## src/rtl/mem_arbiter_if.sv

```systemverilog
// Bundle of the fetch, data and shared-memory buses around mem_arbiter.
// master = the arbiter's view; slave = the core stages plus the memory.
interface mem_arbiter_if #(
    parameter int ADDR_W = 32,
    parameter int DATA_W = 32
);
    logic              imem_req;
    logic [ADDR_W-1:0] imem_addr;
    logic [DATA_W-1:0] imem_rdata;
    logic              imem_ready;

    logic                dmem_req;
    logic                dmem_write;
    logic [ADDR_W-1:0]   dmem_addr;
    logic [DATA_W-1:0]   dmem_wdata;
    logic [DATA_W/8-1:0] dmem_be;
    logic [DATA_W-1:0]   dmem_rdata;
    logic                dmem_ready;

    logic stall_f_mem;
    logic stall_m_mem;

    // Shared port: mem_req is held until mem_ack; mem_ack is a one-cycle
    // completion that only counts while mem_req is high.
    logic                mem_req;
    logic                mem_we;
    logic [ADDR_W-1:0]   mem_addr;
    logic [DATA_W-1:0]   mem_wdata;
    logic [DATA_W/8-1:0] mem_be;
    logic [DATA_W-1:0]   mem_rdata;
    logic                mem_ack;

    modport master (
        input  imem_req, imem_addr,
        input  dmem_req, dmem_write, dmem_addr, dmem_wdata, dmem_be,
        input  mem_rdata, mem_ack,
        output imem_rdata, imem_ready, dmem_rdata, dmem_ready,
        output stall_f_mem, stall_m_mem,
        output mem_req, mem_we, mem_addr, mem_wdata, mem_be
    );

    modport slave (
        output imem_req, imem_addr,
        output dmem_req, dmem_write, dmem_addr, dmem_wdata, dmem_be,
        output mem_rdata, mem_ack,
        input  imem_rdata, imem_ready, dmem_rdata, dmem_ready,
        input  stall_f_mem, stall_m_mem,
        input  mem_req, mem_we, mem_addr, mem_wdata, mem_be
    );
endinterface

```

## src/rtl/mem_arbiter.sv

```systemverilog
// Shares one variable-latency memory port between instruction fetch and the
// data stage; one access at a time, alternating priority under contention.
module mem_arbiter #(
    parameter int ADDR_W = 32,
    parameter int DATA_W = 32
) (
    input  logic             clk,
    input  logic             rst_b,
    mem_arbiter_if.master    bus,
    output logic [1:0]       state_dbg
);
    typedef enum logic [1:0] {
        IDLE   = 2'd0,
        BUSY_I = 2'd1,
        BUSY_D = 2'd2,
        DONE   = 2'd3
    } state_t;

    state_t state, state_nxt;

    logic                owner_d;
    logic                last_d;
    logic                abort;
    logic                we_q;
    logic [ADDR_W-1:0]   addr_q;
    logic [DATA_W-1:0]   wdata_q;
    logic [DATA_W/8-1:0] be_q;
    logic [DATA_W-1:0]   irdata_q;
    logic [DATA_W-1:0]   drdata_q;
    logic                grant_d;
    logic                grant_i;
    logic                fetch_live;
    logic                iready;
    logic                dready;

    // Data has priority except right after a completed data access.
    assign grant_d    = bus.dmem_req & (~bus.imem_req | ~last_d);
    assign grant_i    = bus.imem_req & ~grant_d;
    assign fetch_live = ~abort & bus.imem_req;

    always_ff @(posedge clk) begin
        if (!rst_b) state <= IDLE;
        else        state <= state_nxt;
    end

    always_comb begin
        state_nxt = state;
        case (state)
            IDLE: begin
                if (grant_d)      state_nxt = BUSY_D;
                else if (grant_i) state_nxt = BUSY_I;
            end
            BUSY_I, BUSY_D: if (bus.mem_ack) state_nxt = DONE;
            DONE:           state_nxt = IDLE;
            default:        state_nxt = IDLE;
        endcase
    end

    always_ff @(posedge clk) begin
        if (!rst_b) begin
            owner_d  <= 1'b0;
            last_d   <= 1'b0;
            abort    <= 1'b0;
            we_q     <= 1'b0;
            addr_q   <= '0;
            wdata_q  <= '0;
            be_q     <= '0;
            irdata_q <= '0;
            drdata_q <= '0;
        end else begin
            case (state)
                IDLE: begin
                    if (grant_d) begin
                        owner_d <= 1'b1;
                        we_q    <= bus.dmem_write;
                        addr_q  <= bus.dmem_addr;
                        wdata_q <= bus.dmem_wdata;
                        be_q    <= bus.dmem_be;
                    end else if (grant_i) begin
                        owner_d <= 1'b0;
                        we_q    <= 1'b0;
                        addr_q  <= bus.imem_addr;
                        wdata_q <= '0;
                        be_q    <= '0;
                    end
                end
                BUSY_I: begin
                    // A flushed fetch still completes on the memory side.
                    if (!bus.imem_req) abort <= 1'b1;
                    if (bus.mem_ack) begin
                        if (fetch_live) irdata_q <= bus.mem_rdata;
                        last_d <= 1'b0;
                    end
                end
                BUSY_D: begin
                    if (bus.mem_ack) begin
                        if (!we_q) drdata_q <= bus.mem_rdata;
                        last_d <= 1'b1;
                    end
                end
                DONE:    abort <= 1'b0;
                default: ;
            endcase
        end
    end

    assign iready = (state == DONE) & ~owner_d & ~abort;
    assign dready = (state == DONE) & owner_d;

    assign bus.mem_req     = (state == BUSY_I) | (state == BUSY_D);
    assign bus.mem_we      = we_q;
    assign bus.mem_addr    = addr_q;
    assign bus.mem_wdata   = wdata_q;
    assign bus.mem_be      = be_q;
    assign bus.imem_rdata  = irdata_q;
    assign bus.dmem_rdata  = drdata_q;
    assign bus.imem_ready  = iready;
    assign bus.dmem_ready  = dready;
    assign bus.stall_f_mem = bus.imem_req & ~iready;
    assign bus.stall_m_mem = bus.dmem_req & ~dready;
    assign state_dbg       = state;
endmodule

```

## src/flat_wrapper.sv

```systemverilog
// flat-port wrapper written by rule: the top's interface ports become plain ports
module mem_arbiter_flat 
#(
    parameter int ADDR_W = 32,
    parameter int DATA_W = 32
)
  (clk, rst_b, state_dbg, bus_imem_req, bus_imem_addr, bus_dmem_req, bus_dmem_write, bus_dmem_addr, bus_dmem_wdata, bus_dmem_be, bus_mem_rdata, bus_mem_ack, bus_imem_rdata, bus_imem_ready, bus_dmem_rdata, bus_dmem_ready, bus_stall_f_mem, bus_stall_m_mem, bus_mem_req, bus_mem_we, bus_mem_addr, bus_mem_wdata, bus_mem_be);
  mem_arbiter_if #(.ADDR_W(ADDR_W), .DATA_W(DATA_W)) bus_i ();
  input  logic clk;
  input  logic rst_b;
  output logic [1:0] state_dbg;
  input wire logic [$bits(bus_i.imem_req)-1:0] bus_imem_req;
  input wire logic [$bits(bus_i.imem_addr)-1:0] bus_imem_addr;
  input wire logic [$bits(bus_i.dmem_req)-1:0] bus_dmem_req;
  input wire logic [$bits(bus_i.dmem_write)-1:0] bus_dmem_write;
  input wire logic [$bits(bus_i.dmem_addr)-1:0] bus_dmem_addr;
  input wire logic [$bits(bus_i.dmem_wdata)-1:0] bus_dmem_wdata;
  input wire logic [$bits(bus_i.dmem_be)-1:0] bus_dmem_be;
  input wire logic [$bits(bus_i.mem_rdata)-1:0] bus_mem_rdata;
  input wire logic [$bits(bus_i.mem_ack)-1:0] bus_mem_ack;
  output wire logic [$bits(bus_i.imem_rdata)-1:0] bus_imem_rdata;
  output wire logic [$bits(bus_i.imem_ready)-1:0] bus_imem_ready;
  output wire logic [$bits(bus_i.dmem_rdata)-1:0] bus_dmem_rdata;
  output wire logic [$bits(bus_i.dmem_ready)-1:0] bus_dmem_ready;
  output wire logic [$bits(bus_i.stall_f_mem)-1:0] bus_stall_f_mem;
  output wire logic [$bits(bus_i.stall_m_mem)-1:0] bus_stall_m_mem;
  output wire logic [$bits(bus_i.mem_req)-1:0] bus_mem_req;
  output wire logic [$bits(bus_i.mem_we)-1:0] bus_mem_we;
  output wire logic [$bits(bus_i.mem_addr)-1:0] bus_mem_addr;
  output wire logic [$bits(bus_i.mem_wdata)-1:0] bus_mem_wdata;
  output wire logic [$bits(bus_i.mem_be)-1:0] bus_mem_be;
  assign bus_i.imem_req = bus_imem_req;
  assign bus_i.imem_addr = bus_imem_addr;
  assign bus_i.dmem_req = bus_dmem_req;
  assign bus_i.dmem_write = bus_dmem_write;
  assign bus_i.dmem_addr = bus_dmem_addr;
  assign bus_i.dmem_wdata = bus_dmem_wdata;
  assign bus_i.dmem_be = bus_dmem_be;
  assign bus_i.mem_rdata = bus_mem_rdata;
  assign bus_i.mem_ack = bus_mem_ack;
  assign bus_imem_rdata = bus_i.imem_rdata;
  assign bus_imem_ready = bus_i.imem_ready;
  assign bus_dmem_rdata = bus_i.dmem_rdata;
  assign bus_dmem_ready = bus_i.dmem_ready;
  assign bus_stall_f_mem = bus_i.stall_f_mem;
  assign bus_stall_m_mem = bus_i.stall_m_mem;
  assign bus_mem_req = bus_i.mem_req;
  assign bus_mem_we = bus_i.mem_we;
  assign bus_mem_addr = bus_i.mem_addr;
  assign bus_mem_wdata = bus_i.mem_wdata;
  assign bus_mem_be = bus_i.mem_be;
  mem_arbiter #(.ADDR_W(ADDR_W), .DATA_W(DATA_W)) u_core (.clk(clk), .rst_b(rst_b), .bus(bus_i), .state_dbg(state_dbg));
endmodule
```

## config.mk

```make
export PLATFORM = sky130hd
export DESIGN_NAME = mem_arbiter_flat
export DESIGN_NICKNAME = d
export VERILOG_FILES = /design/src/rtl/mem_arbiter_if.sv /design/src/rtl/mem_arbiter.sv /design/src/flat_wrapper.sv
export SDC_FILE = /design/constraint.sdc
export NUM_CORES = 1
export LEC_CHECK = 0
export ABC_AREA = 0
export ABC_CLOCK_PERIOD_IN_PS = 2200
export BUFFER_PORTS_ARGS = -buffer_cell sky130_fd_sc_hd__buf_2
export CORE_MARGIN = 4
export CORE_UTILIZATION = 49
export DETAILED_ROUTE_END_ITERATION = 16
export MAX_ROUTING_LAYER = met4
export PLACE_DENSITY_LB_ADDON = 0.3
export SETUP_SLACK_MARGIN = 0.2
export SYNTH_ARGS = -nofsm -noshare
export SYNTH_HDL_FRONTEND = slang
export SYNTH_SLANG_ARGS = --single-unit
```

## constraint.sdc

```tcl
create_clock -name clk -period 2.2 [get_ports clk]
set_input_delay 0.33 -clock clk [delete_from_list [all_inputs] [get_ports clk]]
set_output_delay 0.33 -clock clk [all_outputs]
set_load 0.01 [all_outputs]
```

==> run_results.csv, run 1 <==
group,metric,value,unit
die,die_h,113.2,microns
clock_network,tritoncts,"yes",
power_and_ir_drop,swShare,0.3283,
worst_hold_path,min_path_cells,3,
clock_network,insertion_delay,520,ps
die,core_area,0.01084,sq mm
cells_and_area,drive_gt1_frac,0.3676,
power_and_ir_drop,power_switching,2.890,mW
clock_network,cts_buffers,17,
cells_and_area,fill_cells,868,
timing,setup_viol,0,
detailed_routing,wl,16.46,mm
worst_setup_path,worstPathRequired,1870,ps
worst_setup_path,cp-start-kind,"register",
synthesis,synth_warnings,0,
synthesis,syn-cell-area,0.005428,sq mm
clock_network,clk_pin_slew,60,ps
timing,clock_skew,4.448,ps
clock_network,clk_path_buf_depth,2,
clock_network,ctsResizeCount,1,
worst_setup_path,max_stage_delay,390,ps
timing,relSlewSlack,0.5432,
clock_network,htree_levels,4,
worst_setup_path,reg2reg_to,"u_core.bus.mem_addr[0]$_SDFFE_PN0P_",
detailed_routing,dr.pass1.iters,5,
worst_setup_path,reg2reg_depth,6,
timing,rsz0062_at_grt,"false",
synthesis,synth.distinct_cells,29,
run,maxCapViolations,0,
power_and_ir_drop,clkPwrFrac,0.338,
cells_and_area,multiInputGateArea,0.002424,sq mm
run_status,status,"finished, final reports clean",
synthesis,synth_top_family_by_area,"compound AO/OA/AOI/OAI gates",
worst_setup_path,crit_chain,"ha_1, nor3b_4, nor2b_1, buf_2",
synthesis,synth_simple_gate_area_frac,0.1734,
placed_design,dp_hpwl,11.77,mm
cells_and_area,area.growth.synth_to_final,38.47,%
grt,grt_usage,0.2499,
detailed_routing,drt-initial-drc-count,501,
timing,tightest_slew,685.1,ps
timing,hold_viol_final,0,
die,io-pin-count,278,
power_and_ir_drop,leakage,3.427,nW
worst_setup_path,path_class,"register to primary output",
synthesis,synth_mux_area_frac,0.001844,
timing,slew_viol_final,0,
power_and_ir_drop,peakVddDrop,0.7277,mV
detailed_routing,num_vias,5537,
power_and_ir_drop,internal_power,5.912,mW
worst_hold_path,min_from,"bus_imem_addr[4]",
clock_network,cts_hold_buf,0,
worst_hold_path,hp-class,"input pin to register",
clock_network,post_cts_buffers,0,
detailed_routing,drc,0,
clock_network,cts_sinks,138,
clock_network,cts_root_buf,"clkbuf_8",
timing,fin_crit,1892,ps
timing,setup_tns,0,ps
placed_design,place_congestion,0.8869,
worst_setup_path,r2r_slack,450,ps
cells_and_area,nNetsFinal,1024,
die,fp.dieArea,0.01282,sq mm
worst_hold_path,holdPathEnd,"u_core.bus.mem_addr[4]$_SDFFE_PN0P_",
synthesis,synth_nets,767,
power_and_ir_drop,seqPwrFrac,0.367,
detailed_routing,ant_nets,0,
synthesis,avgSynthCellArea,8.684,sq um
cells_and_area,seqCellArea,0.002763,sq mm
worst_setup_path,r2r-start,"u_core.state_dbg[0]$_SDFFE_PN0P_",
synthesis,synthXorXnorAreaFrac,0,
synthesis,ys_ff_latch,138,
synthesis,syn-instance-count,625,
worst_setup_path,crit_fanout,5,
grt,grt_pass1_vias,5181,
worst_setup_path,cp_slowest_cell,"dfxtp_1",
timing,fin_crit_sh,0.8599,
die,initial_utilization,0.5007,
synthesis,synth_seq_area_share,0.5090,
worst_setup_path,cp-end-kind,"primary output",
timing,fmax,528.6,MHz
timing,finalHoldWorstSlack,51.61,ps
die,rows,38,
placed_design,port-buffer-count,277,
grt,antenna_found_initial,1,
detailed_routing,wl_per_cell,15.89,microns
worst_setup_path,crit_arrival,1560,ps
die,die_x,113.2,microns
power_and_ir_drop,power_frac_comb,0.295,
detailed_routing,vias_per_cell,5.345,
power_and_ir_drop,powerDensity,1171,mW/mm^2
synthesis,synth_compound_gate_area_share,0.2586,
synthesis,synthAdderAreaFrac,0.009221,
grt,grt_start_max_net_pins,59,
grt,grt_pass1_wl,25.00,mm
grt,grt-ovfl-total,0,
flip-flops by register name, indices dropped and copies added, names as in the netlist, 2 cells and up:
| register | flops |
|---|---|
| u_core.bus.mem_wdata | 32 |
| u_core.bus.dmem_rdata | 32 |
| u_core.state_dbg | 2 |
| u_core.bus.imem_rdata | 32 |
| u_core.bus.mem_addr | 32 |
| u_core.bus.mem_be | 4 |
worst max-delay path by stage:
stage,from,endpoint
after floorplan,u_core.state_dbg[0]$_SDFFE_PN0P_,bus_stall_f_mem
after global placement,bus_imem_req,u_core.bus.mem_addr[10]$_SDFFE_PN0P_
after detailed placement,bus_imem_req,u_core.bus.mem_addr[0]$_SDFFE_PN0P_
after CTS,u_core.state_dbg[0]$_SDFFE_PN0P_,bus_stall_f_mem
after global routing,u_core.state_dbg[1]$_SDFFE_PN0P_,bus_stall_f_mem
final,u_core.state_dbg[0]$_SDFFE_PN0P_,bus_stall_f_mem
power by group through the flow:
stage / Combinational (mW) / Sequential [mW] / Clock (mW)
floorplan: 1.37 / 3.46 / 0
global placement: 2.51 / 3.24 / 0
detailed placement: 2.59 / 3.26 / 0
CTS: 2.60 / 3.22 / 3.02
global route: 2.84 / 3.28 / 3.14
finish: 2.60 / 3.23 / 2.97
kinds of logic (layout without fill, tap and decap cells):
kind of cell,Yosys count,after routing
multiplexers,1,1
buffers and inverters,57,327
flip-flops,138,138
other,0,1
adder cells (fa/ha/maj),4,4
AND/OR/NAND/NOR,214,214
AO/OA/AOI/OAI,211,211
cells in the mapped netlist:
cell type,instances,share of area
a21bo_2,1,0.0018
a21boi_0,62,0.086
a21boi_1,5,0.0069
a21boi_4,1,0.0035
a21o_1,1,0.0014
a21oi_1,65,0.060
a22oi_1,2,0.0028
a32oi_1,37,0.060
and2_1,1,0.0012
and3b_1,1,0.0016
and4b_1,1,0.0018
buf_2,25,0.023
buf_4,4,0.0055
clkbuf_1,26,0.018
dfxtp_1,138,0.51
ha_1,4,0.0092
inv_1,2,0.0014
mux2i_1,1,0.0018
nand2_1,163,0.11
nand2b_1,1,0.0012
nand3b_1,1,0.0014
nand4b_1,1,0.0016
nor2_1,1,0.00069
nor2b_1,42,0.048
nor3b_1,2,0.0028
o21a_1,2,0.0028
o21ai_0,33,0.030
o21ai_2,1,0.0016
o221a_2,1,0.0021
layout make-up:
class,instances,area share
flip-flops and latches,138,0.3676
well taps,140,0.02331
clock inverters,11,0.02214
diodes,1,0.0003329
clock buffers,21,0.06110
repair buffers,293,0.2021
inverters,2,0.0009988
multi-input cells,430,0.3225
layout by cell type (no fill, tap or decap), drive strengths merged, types with 2 or more instances in the layout:
| cell | instances |
|---|---|
| o21a | 2 |
| a22oi | 2 |
| dfxtp | 138 |
| o21ai | 34 |
| buf | 293 |
| inv | 3 |
| clkinvlp | 3 |
| a21boi | 68 |
| nor2b | 42 |
| a32oi | 37 |
| ha | 4 |
| clkinv | 3 |
| nor3b | 2 |
| bufinv | 4 |
| a21oi | 65 |
| clkbuf | 21 |
| nand2 | 163 |
layer usage:
metal | part of all wire | GRT usage
met5 | 0 | -
met4 | 0.027 | 0.1122
met3 | 0.087 | 0.06203
met2 | 0.49 | 0.4056
met1 | 0.40 | 0.2931
critical path: cells and delay by family, from the launching register on:
kind | cells | cell delay (ps)
fa+ha+maj | 1 | 220
buf+inv | 1 | 140
flops | 1 | 390
simple gates | 2 | 300
metrics by stage:
step / cell area [sq um] / cells / util / total power [mW] / setup slack, ps
6_report: 7516 / 1036 / 0.6933 / 8.802 / 308.3
5_1_grt: 7516 / 1036 / 0.6933 / 9.268 / 219.3
4_1_cts: 7507 / 1035 / 0.6925 / 8.842 / 244.7
3_5_place_dp: 6877 / 1003 / 0.6343 / 5.850 / 411.7
3_3_place_gp: 6877 / 1003 / 0.6343 / 5.753 / 510.8
2_1_floorplan: 5428 / 625 / - / 4.836 / 718.8
Power figures use the tool's default switching activity.
==> run 2: changes to the inputs <==
- CORE_UTILIZATION: 49 -> 30
==> run 2 against run 1 <==
Maximum frequency increased by 2.0%. First-iteration DRC count decreased by 74%. Worst hold slack improved by 94 ps. Register-to-register slack improved by 50 ps. Combinational power about the same. Count of clock-buffer cells in the layout unchanged. Routed wire length increased by 6.3%. Flip-flop and latch count unchanged. Global-route usage decreased by 7.9 points. Via count decreased by 3.7%. Setup slack improved by 37 ps. Core utilization decreased by 26 points. Largest cell class unchanged. Largest power group unchanged.
==> run_results.csv, run 2 (synthesis results as in run 1) <==
group,metric,value,unit
run_status,status,"finished, final reports clean",
timing,hold_viol_final,0,
cells_and_area,final_common_cell,"buf_2",
detailed_routing,drt-initial-drc-count,132,
cells_and_area,seqCellArea,0.002763,sq mm
power_and_ir_drop,powerDensity,1142,mW/mm^2
cells_and_area,multiInputGateArea,0.002425,sq mm
worst_setup_path,worstPathRequired,1870,ps
clock_network,htree_levels,4,
cells_and_area,layout_common_cells,"buf_2 (276), nand2_1 (163), dfxtp_1 (138)",
cells_and_area,drive_gt1_frac,0.3625,
clock_network,cts_buffers,17,
worst_setup_path,reg2reg_depth,5,
power_and_ir_drop,total_power,8.664,mW
clock_network,cts_sinks,138,
grt,grt_pass1_vias,5180,
clock_network,post_cts_buffers,0,
clock_network,insertion_delay,420,ps
worst_setup_path,crit_arrival,1520,ps
timing,clock_skew,20.17,ps
die,initial_utilization,0.3095,
worst_setup_path,path_class,"register to primary output",
run,maxCapViolations,0,
die,fp.dieArea,0.02031,sq mm
grt,grt_pass1_wl,26.98,mm
timing,setup_viol,0,
worst_hold_path,holdPathEnd,"u_core.bus.mem_addr[4]$_SDFFE_PN0P_",
worst_setup_path,r2r-start,"u_core.state_dbg[0]$_SDFFE_PN0P_",
die,core_area,0.01754,sq mm
cells_and_area,diodes,0,
cells_and_area,area.growth.synth_to_final,39.76,%
worst_hold_path,min_path_cells,3,
timing,fin_crit,1854,ps
die,die_h,142.5,microns
worst_setup_path,crit_fanout,5,
clock_network,clk_pin_slew,60,ps
detailed_routing,vias_per_cell,4.777,
placed_design,dp_hpwl,12.11,mm
worst_setup_path,cp-end-kind,"primary output",
die,die_x,142.5,microns
placed_design,port-buffer-count,277,
clock_network,tritoncts,"yes",
worst_setup_path,cp-start-kind,"register",
detailed_routing,wl_per_cell,15.68,microns
timing,rsz0062_at_grt,"false",
timing,tightest_slew,584.8,ps
clock_network,clk_path_buf_depth,2,
detailed_routing,wl,17.50,mm
worst_setup_path,reg2reg_to,"u_core.state_dbg[1]$_SDFFE_PN0P_",
timing,setup_tns,0,ps
timing,fmax,539.2,MHz
clock_network,cts_root_buf,"clkbuf_16",
die,io-pin-count,278,
cells_and_area,nNetsFinal,1022,
worst_hold_path,min_from,"bus_imem_addr[4]",
power_and_ir_drop,leakage,3.405,nW
timing,slew_viol_final,0,
grt,grt_usage,0.1709,
detailed_routing,dr.pass1.iters,4,
grt,grt_start_max_net_pins,71,
worst_setup_path,r2r_slack,500,ps
detailed_routing,num_vias,5331,
cells_and_area,fill_cells,1807,
timing,fin_crit_sh,0.8429,
die,rows,48,
detailed_routing,drc,0,
grt,grt-ovfl-total,0,
detailed_routing,ant_nets,0,
worst_hold_path,hp-class,"input pin to register",
placed_design,place_congestion,0.7575,
timing,relSlewSlack,0.6102,
power_and_ir_drop,peakVddDrop,0.4949,mV
grt,antenna_found_initial,0,
[run 2: stage by stage]
step | utilization | cell area [sq um] | cells | hold slack, ps | worst slack [ps]
after floorplan | - | 5428 | 625 | 464.0 | 718.8
after global placement | 0.3996 | 7008 | 1086 | 439.5 | 297.0
after detailed placement | 0.3996 | 7008 | 1086 | 445.6 | 191.4
after global routing | 0.4326 | 7586 | 1116 | 141.2 | 223.6
final | 0.4326 | 7586 | 1116 | 145.9 | 345.5
after CTS | 0.4322 | 7580 | 1116 | 127.9 | 281.6
[run 2: how the worst max path moves through the flow]
stage	start	endpoint	slack [ps]	cells after the start
after floorplan	u_core.state_dbg[0]$_SDFFE_PN0P_	bus_stall_f_mem	720	3
after global placement	u_core.state_dbg[0]$_SDFFE_PN0P_	u_core.bus.mem_addr[30]$_SDFFE_PN0P_	300	5
after detailed placement	u_core.state_dbg[0]$_SDFFE_PN0P_	u_core.bus.mem_addr[5]$_SDFFE_PN0P_	190	5
after CTS	u_core.state_dbg[1]$_SDFFE_PN0P_	bus_stall_f_mem	280	4
after global routing	u_core.state_dbg[1]$_SDFFE_PN0P_	bus_stall_f_mem	220	4
final	u_core.state_dbg[1]$_SDFFE_PN0P_	bus_stall_f_mem	350	4
[run 2: what timing repair did]
action	4_1_cts	5_1_grt
gates resized for setup	2	1
hold buffers	0	0
setup endpoints to repair	3	1
cloned	0	0
[run 2: critical path, stage by stage (launching register included)]
cell,delay [ps]
dfxtp_1,390
ha_1,250
nor3b_4,250
nor2b_1,70
buf_2,140
[run 2: area by class of cell]
class / instances / share of cell area
Timing Repair Buffer: 291 / 0.2035
Tap cell: 225 / 0.03711
Clock buffer: 21 / 0.05806
Multi-Input combinational cell: 430 / 0.3196
Clock inverter: 9 / 0.01649
Sequential cell: 138 / 0.3642
Inverter: 2 / 0.0009896
[run 2: metal layers]
metal,vias to the layer above,share of wire,GRT usage
met5,-,0,-
met4,0,0.015,0.05103
met3,16,0.074,0.04603
met2,209,0.47,0.2723
met1,2457,0.44,0.2125
li1,2649,-,-
[run 2: power by group]
| part | switching (mW) | internal (mW) |
|---|---|---|
| sequential | 0.247 | 2.97 |
| combinational | 1.62 | 1.01 |
| clock | 1.05 | 1.76 |
